**src/rtl/button_debouncer_pkg.sv**
```systemverilog
// Shared definitions for the push-button debouncer: FSM state encodings and
// default timing constants (10 ms stable time at the 16 MHz board clock).
package button_debouncer_pkg;

  typedef enum logic [1:0] {
    ST_LOW     = 2'd0,
    ST_WAIT_HI = 2'd1,
    ST_HIGH    = 2'd2,
    ST_WAIT_LO = 2'd3
  } db_state_t;

  localparam int STABLE_CYCLES_DEFAULT = 160_000;
  localparam int CNT_W_DEFAULT         = 18;

endpackage

```
**src/rtl/button_debouncer_sync_2ff.sv**
```systemverilog
// 1-bit two-flop synchroniser with asynchronous active-high reset, used on
// every raw pin entering the clock domain.
module sync_2ff (
  input  logic clk,
  input  logic reset,
  input  logic d,
  output logic q
);

  logic s1_reg;
  logic s0_reg;

  always_ff @(posedge clk or posedge reset) begin
    if (reset) begin
      s1_reg <= 1'b0;
      s0_reg <= 1'b0;
    end else begin
      s1_reg <= d;
      s0_reg <= s1_reg;
    end
  end

  assign q = s0_reg;

endmodule

```
**src/rtl/button_debouncer.sv**
```systemverilog
// Debounces one raw button pin: synchronise, require STABLE_CYCLES of a steady
// new value, then emit a clean level plus rise/fall pulses. Define
// BTN_TOGGLE_EN to add a latched toggle output that flips on every press.
module button_debouncer
  import button_debouncer_pkg::*;
#(
  parameter int STABLE_CYCLES = STABLE_CYCLES_DEFAULT,
  parameter int CNT_W         = CNT_W_DEFAULT
) (
  input  logic clk,
  input  logic reset,
  input  logic btn_raw,
  output logic db_level,
  output logic db_rise,
  output logic db_fall,
  output logic db_toggle
);

  localparam logic [CNT_W-1:0] CNT_LAST = CNT_W'(STABLE_CYCLES - 1);

  db_state_t        state_reg;
  logic [CNT_W-1:0] cnt_reg;
  logic             level_reg;
  logic             rise_reg;
  logic             fall_reg;
  logic             s0;
  logic             rise_now;
  logic             fall_now;

  sync_2ff u_sync_btn (
    .clk   (clk),
    .reset (reset),
    .d     (btn_raw),
    .q     (s0)
  );

  // Acceptance conditions, shared with the optional toggle flop so it flips
  // on the same edge the rise pulse is registered.
  assign rise_now = (state_reg == ST_WAIT_HI) && s0 && (cnt_reg == CNT_LAST);
  assign fall_now = (state_reg == ST_WAIT_LO) && !s0 && (cnt_reg == CNT_LAST);

  always_ff @(posedge clk or posedge reset) begin
    if (reset) begin
      state_reg <= ST_LOW;
      cnt_reg   <= '0;
      level_reg <= 1'b0;
      rise_reg  <= 1'b0;
      fall_reg  <= 1'b0;
    end else begin
      rise_reg <= 1'b0;
      fall_reg <= 1'b0;
      case (state_reg)
        ST_LOW: begin
          if (s0) begin
            state_reg <= ST_WAIT_HI;
            cnt_reg   <= '0;
          end
        end
        ST_WAIT_HI: begin
          if (!s0) begin
            state_reg <= ST_LOW;
          end else if (rise_now) begin
            state_reg <= ST_HIGH;
            level_reg <= 1'b1;
            rise_reg  <= 1'b1;
          end else begin
            cnt_reg <= cnt_reg + 1'b1;
          end
        end
        ST_HIGH: begin
          if (!s0) begin
            state_reg <= ST_WAIT_LO;
            cnt_reg   <= '0;
          end
        end
        ST_WAIT_LO: begin
          if (s0) begin
            state_reg <= ST_HIGH;
          end else if (fall_now) begin
            state_reg <= ST_LOW;
            level_reg <= 1'b0;
            fall_reg  <= 1'b1;
          end else begin
            cnt_reg <= cnt_reg + 1'b1;
          end
        end
        default: begin
          state_reg <= ST_LOW;
          cnt_reg   <= '0;
        end
      endcase
    end
  end

  assign db_level = level_reg;
  assign db_rise  = rise_reg;
  assign db_fall  = fall_reg;

`ifdef BTN_TOGGLE_EN
  logic toggle_reg;

  always_ff @(posedge clk or posedge reset) begin
    if (reset) begin
      toggle_reg <= 1'b0;
    end else if (rise_now) begin
      toggle_reg <= ~toggle_reg;
    end
  end

  assign db_toggle = toggle_reg;
`else
  assign db_toggle = 1'b0;
`endif

endmodule

```
**config.mk**
```make
export PLATFORM = sky130hd
export DESIGN_NAME = button_debouncer
export DESIGN_NICKNAME = d
export VERILOG_FILES = /design/src/rtl/button_debouncer_pkg.sv /design/src/rtl/button_debouncer_sync_2ff.sv /design/src/rtl/button_debouncer.sv
export SDC_FILE = /design/constraint.sdc
export NUM_CORES = 1
export LEC_CHECK = 0
export CORE_ASPECT_RATIO = 1.25
export CORE_MARGIN = 5
export CORE_UTILIZATION = 58
export CTS_CLUSTER_DIAMETER = 150
export DETAILED_ROUTE_END_ITERATION = 8
export GPL_ROUTABILITY_DRIVEN = 0
export PLACE_DENSITY = 0.77
export SLEW_MARGIN = 40
export SYNTH_ARGS = -nofsm -noshare
export SYNTH_HDL_FRONTEND = slang
export SYNTH_HIERARCHICAL = 1
export SYNTH_SLANG_ARGS = --single-unit
```
**constraint.sdc**
```tcl
create_clock -name clk -period 2.3 [get_ports clk]
set_input_delay 0.69 -clock clk [delete_from_list [all_inputs] [get_ports clk]]
set_output_delay 0.69 -clock clk [all_outputs]
set_load 0.02 [all_outputs]
```
-- Yosys cells after proc, flatten, opt, wreduce, memory -nomap -nowiden
Cells that the tools add are included.
W data, S select, Z words.
- word-level logic and storage cells: 57
- output and inout port bits: 4
- register bits: 25
- input bits: 3
- add/sub/neg operators: 1
- eq/ne operators: 14
- reduce and logical (&&, ||, !) cells: 10
- muxes and demuxes: 25
- operators with widths (cell ; count):
    $mux W18 ; 6
    $pmux W18 S4 ; 1
    $add A18 B1 Y18 const B ; 1
    $eq A18 B18 Y1 const B ; 1
    $mux W2 ; 6
    $ne A2 B2 Y1 const B ; 6
    $mux W1 ; 10
    $pmux W2 S4 ; 1
    $reduce_and A6 Y1 ; 1
    $reduce_and A5 Y1 ; 1
    $eq A2 B2 Y1 const B ; 2
    $logic_and A1 B1 Y1 ; 4
    $ne A2 B1 Y1 const B ; 2
    $reduce_and A4 Y1 ; 1
    $ne A3 B2 Y1 const B ; 1
    $ne A3 B3 Y1 const B ; 1
    $eq A2 B1 Y1 const B ; 1
    $logic_not A2 Y1 ; 1
    $pmux W1 S2 ; 1
    $reduce_bool A2 Y1 ; 1
    $logic_not A1 Y1 ; 1

-- Longest topological paths before layout
- depth in word-level cells: 6
- mapped depth: 6
- depth with buffers taken out: 4

-- Hierarchy
The synthesis kept the hierarchy.
- modules (own cells, without submodules) (module ; area each (um2) ; sequential area each (um2) ; cells an instance ; instances):
    button_debouncer ; 1291.2 ; 575.6 ; 141 ; 1
    sync_2ff ; 53.8 ; 50.0 ; 3 ; 1

-- Worst setup path after synthesis
Ideal clock, no wire load.
- path type: reg-to-reg
- start point: reg cnt_reg[8]
- end point: reg cnt_reg[14]
- path buffers: 1
- data required time: 2181 ps
- period minus slack after synthesis: 2065 ps
- data arrival time: 1946 ps
- path slack: 235 ps
- library setup time: 119 ps
- stages on the path, launching flop included: 6
- path through: dfrtp_1 > or4b_2 > nor4_4 > buf_2 > nor4_1 > o21a_1
- longest elaborated chain between the ends: 4
- elaborated cells between the ends (all ways): 12
- RTL lines (element ; line ; text):
    start: declaration ; button_debouncer.sv:22 ; logic [CNT_W-1:0] cnt_reg;
    start signal: assignment ; button_debouncer.sv:67 ; cnt_reg <= cnt_reg + 1'b1;
    start signal: assignment ; button_debouncer.sv:84 ; cnt_reg <= cnt_reg + 1'b1;
    $add A18 B1 Y18 / $eq A18 B18 Y1 (equally long branches) ; -- ;
    $mux W18 (tied with other cells) ; button_debouncer.sv:79 ; end else if (fall_now) begin
    $mux W18 (tied with other cells) ; button_debouncer.sv:77 ; if (s0) begin
    $pmux W18 S4 / $reduce_and A6 Y1 (equally long branches) ; -- ;
Several ways; a longest one is shown, not always the timed one. The select of a mux whose other input is x is not followed.
A chain may end at the register's enable or synchronous reset.

-- Worst setup path in the final report
- start point: reg u_sync_btn.s0_reg, in the netlist u_sync_btn/q
- end point: reg cnt_reg[17]
- longest elaborated chain between the ends: 5
- elaborated cells between the ends (all ways): 12
- RTL lines (element ; line ; text):
    start: declaration ; button_debouncer_sync_2ff.sv:11 ; logic s0_reg;
    start signal: assignment ; button_debouncer_sync_2ff.sv:19 ; s0_reg <= s1_reg;
    $logic_not A1 Y1 ; -- ;
    $logic_and A1 B1 Y1 (2 in a row) ; button_debouncer.sv:40 ; assign fall_now = (state_reg == ST_WAIT_LO) && !s0 && (cnt_reg == CNT_LAST);
    $ne A2 B2 Y1 (no line) ; -- ;
    $reduce_and A6 Y1 (no line) (*) ; -- ;
Mark *: on every way between the ends. The rest lies on a longest branch, timed or not.

==> out/qor.txt <==
Largest family of logic cells by synthesized area: simple AND/OR/NAND/NOR gates
Status: completed
YS warnings: 6
Share of cells above drive strength 1: 13.5%
Mux cell area share after synthesis: 1.49%
Cts bufs inserted: 3
Die Area: 3390 um^2
Xor/xnor share of the synthesized area: 1.86%
Nets: 161
WL final: 2760 um
Number of flops mapped to enable cells by yosys: 0
Post-CTS Hold Buffers: 0
Max Cap Viol: 0
FFs w/ async S/R, synth: 100%
HP Class: register to register
Power Density: 473 nW/um^2
TNS Setup: 0 ps
Syn-to-layout area delta: 11.7%
Number of flip-flops under the largest register name: 18
Final ANT Viol Nets: 0
Pre-antenna DRT Iters: 4
Static Leak: 0.620 nW
Reg clk slew, reported paths: 140 ps
Seq/Total Area, Yosys: 46.5%
Final Hold Vio Count: 0
Final Slew Violations: 0
GRT Total Usage: 18.7%
Setup Buffers After CTS: 0
Cells after DPL: 183
Syn Area/Cell: 9.34 um^2
Global-route wire length before repair: 4730 um
Ports: 7
Max Fclk: 0.466 GHz
Antenna violations before repair: 0
Row count: 19
Startpoint Class: register
Via density: 6.19
Gr ovfl total: 0
Mapped Nets: 148
Minimum clock period: 2150 ps
Diode count: 0
Maximum number of pins on one net before global-route repair: 24
Ys flop type: dfrtp_1
Worst Setup End Kind: register
Mapped Cells: 144
TritonCTS clock tree: yes
CP max FO: 10
Post-DP HPWL: 2040 um
Die span in y: 63.8 um
Crit path kind: register to register
WP data required: 2560 ps
Count of cell types in the netlist: 39
Clock Skew: 5.22 ps
Post-Synth Adder-Cell Area: 0.930%
Worst hold slack: 387 ps
DP Area: 1470 um^2
Residual DRC: 0
Post-route non-filler standard cell count: 187
RSZ-0062 raised after global routing: no
Core area: 2210 um^2
VDD IR-drop max: 0.466 mV
Clk Latency, worst-skew pair: 320 ps
Final setup vio count: 0
H-tree levels: 1
Min-delay src: u_sync_btn/s1_reg
Width of the die: 53.1 um
Routed WL per cell: 14.7 um
Netlist Area Pre-Place: 1350 um^2
CTS root buf: clkbuf_4
Initial Utilization: 60.8%
Post-synthesis simple-gate area fraction: 26.4%
Final Cycle Share: 93.3%
Synth Area in Compound Gates: 18.1%
WP data arrival: 2400 ps
CTS Sinks: 25
Critical Path Source: u_sync_btn/q
Max clock buf depth: 2
Vias: 1157
Reg-to-Reg Start: u_sync_btn/q
I/O Buffers: 5
Vias in the first global route: 1056
Design area: 1500 um^2
1st-iter DRT viols: 43
Post-cts sizing count: 0
Synthesized flop and latch total: 25
-- worst max-delay path, cell delays in order, from the launching register on --
cell and delay (ps):
dfrtp_1 480, xnor2_2 180, or4_1 710, or4_1 550, a21oi_1 160
-- through the flow --
step	power [mW]	setup WS, ps	utilization (%)
finish	0.711	154	68.0
global route	0.753	52.2	68.0
CTS	0.721	135	68.0
detailed placement	0.518	186	66.6
global placement	0.515	244	66.6
floorplan	0.498	235	-
-- layer usage --
layer | GRT usage, % | wire [um] | vias up
met5 | 0 | 0 | -
met4 | 8.31 | 40 | 0
met3 | 3.26 | 84 | 6
met2 | 32.6 | 1460 | 24
met1 | 21.7 | 1170 | 561
li1 | - | - | 566
-- final cells by class --
| cell class | instances | area (um^2) |
|---|---|---|
| multi-input combinational | 105 | 661 |
| tap | 31 | 38.8 |
| fill | 182 | 708 |
| clock inverter | 1 | 7.51 |
| inverter | 8 | 30.0 |
| timing repair buffer | 14 | 118 |
| sequential | 25 | 626 |
| clock buffer | 3 | 22.5 |
-- power by group --
group          internal [mW]  switching [mW]  leakage (nW)
clock network         0.0665           0.135        0.0139
registers              0.448          0.0121         0.340
logic                 0.0184          0.0309         0.265
-- logic make-up (layout without fill, tap and decap cells) --
family | after synthesis | count (layout)
other | 1 | 1
multiplexers | 2 | 2
AND/OR/NAND/NOR | 61 | 61
XOR/XNOR | 2 | 2
buffers and inverters | 14 | 26
AO/OA/AOI/OAI | 38 | 38
adder cells (fa/ha/maj) | 1 | 1
flip-flops | 25 | 25
-- worst paths after layout --
kind                                     endpoint  slack, ps  cells past startpoint
worst max-delay path                  cnt_reg[17]        150                      4
worst min-delay path                 u_sync_btn/q        390                      0
worst max register to register        cnt_reg[17]        150                      4
worst min register to register       u_sync_btn/q        390                      0
max in group asynchronous              cnt_reg[1]       1370                      3
min in group asynchronous       u_sync_btn/s1_reg        510                      2
-- placed cells by master (no fill, tap or decap), drive strengths merged, types with 3 or more instances in the layout --
cell / netlist / routed
a21oi: 13 / 13
and3: 3 / 3
buf: 3 / 9
clkbuf: 3 / 3
clkdlybuf4s50: 0 / 5
dfrtp: 25 / 25
inv: 8 / 8
nand2: 15 / 15
nand3: 9 / 9
nand4: 4 / 4
nor2: 5 / 5
nor4: 5 / 5
o21ai: 8 / 8
o31ai: 4 / 4
or3: 6 / 6
or4: 5 / 5
-- cell usage after synthesis, types with 2 or more instances --
| master | instances | area (um^2) |
|---|---|---|
| and3_1 | 3 | 18.8 |
| or4b_2 | 2 | 20.0 |
| and2_1 | 2 | 12.5 |
| o21ai_1 | 2 | 10.0 |
| o31ai_1 | 4 | 30.0 |
| and4_1 | 2 | 17.5 |
| nand2_1 | 15 | 56.3 |
| o211ai_1 | 2 | 15.0 |
| dfrtp_1 | 25 | 626 |
| nor2_1 | 5 | 18.8 |
| a31oi_1 | 2 | 12.5 |
| nand4_1 | 4 | 25.0 |
| inv_1 | 8 | 30.0 |
| a21oi_1 | 13 | 65.1 |
| nor4_1 | 4 | 25.0 |
| buf_2 | 2 | 10.0 |
| o21ai_0 | 6 | 30.0 |
| nand3_1 | 9 | 45.0 |
| or3_2 | 3 | 22.5 |
| mux2i_1 | 2 | 20.0 |
| or3_1 | 3 | 18.8 |
| or4_1 | 5 | 37.5 |
| a2111o_1 | 2 | 22.5 |
| clkbuf_1 | 3 | 11.3 |
| nor3_1 | 2 | 10.0 |
(Power assumes the default switching activity.)
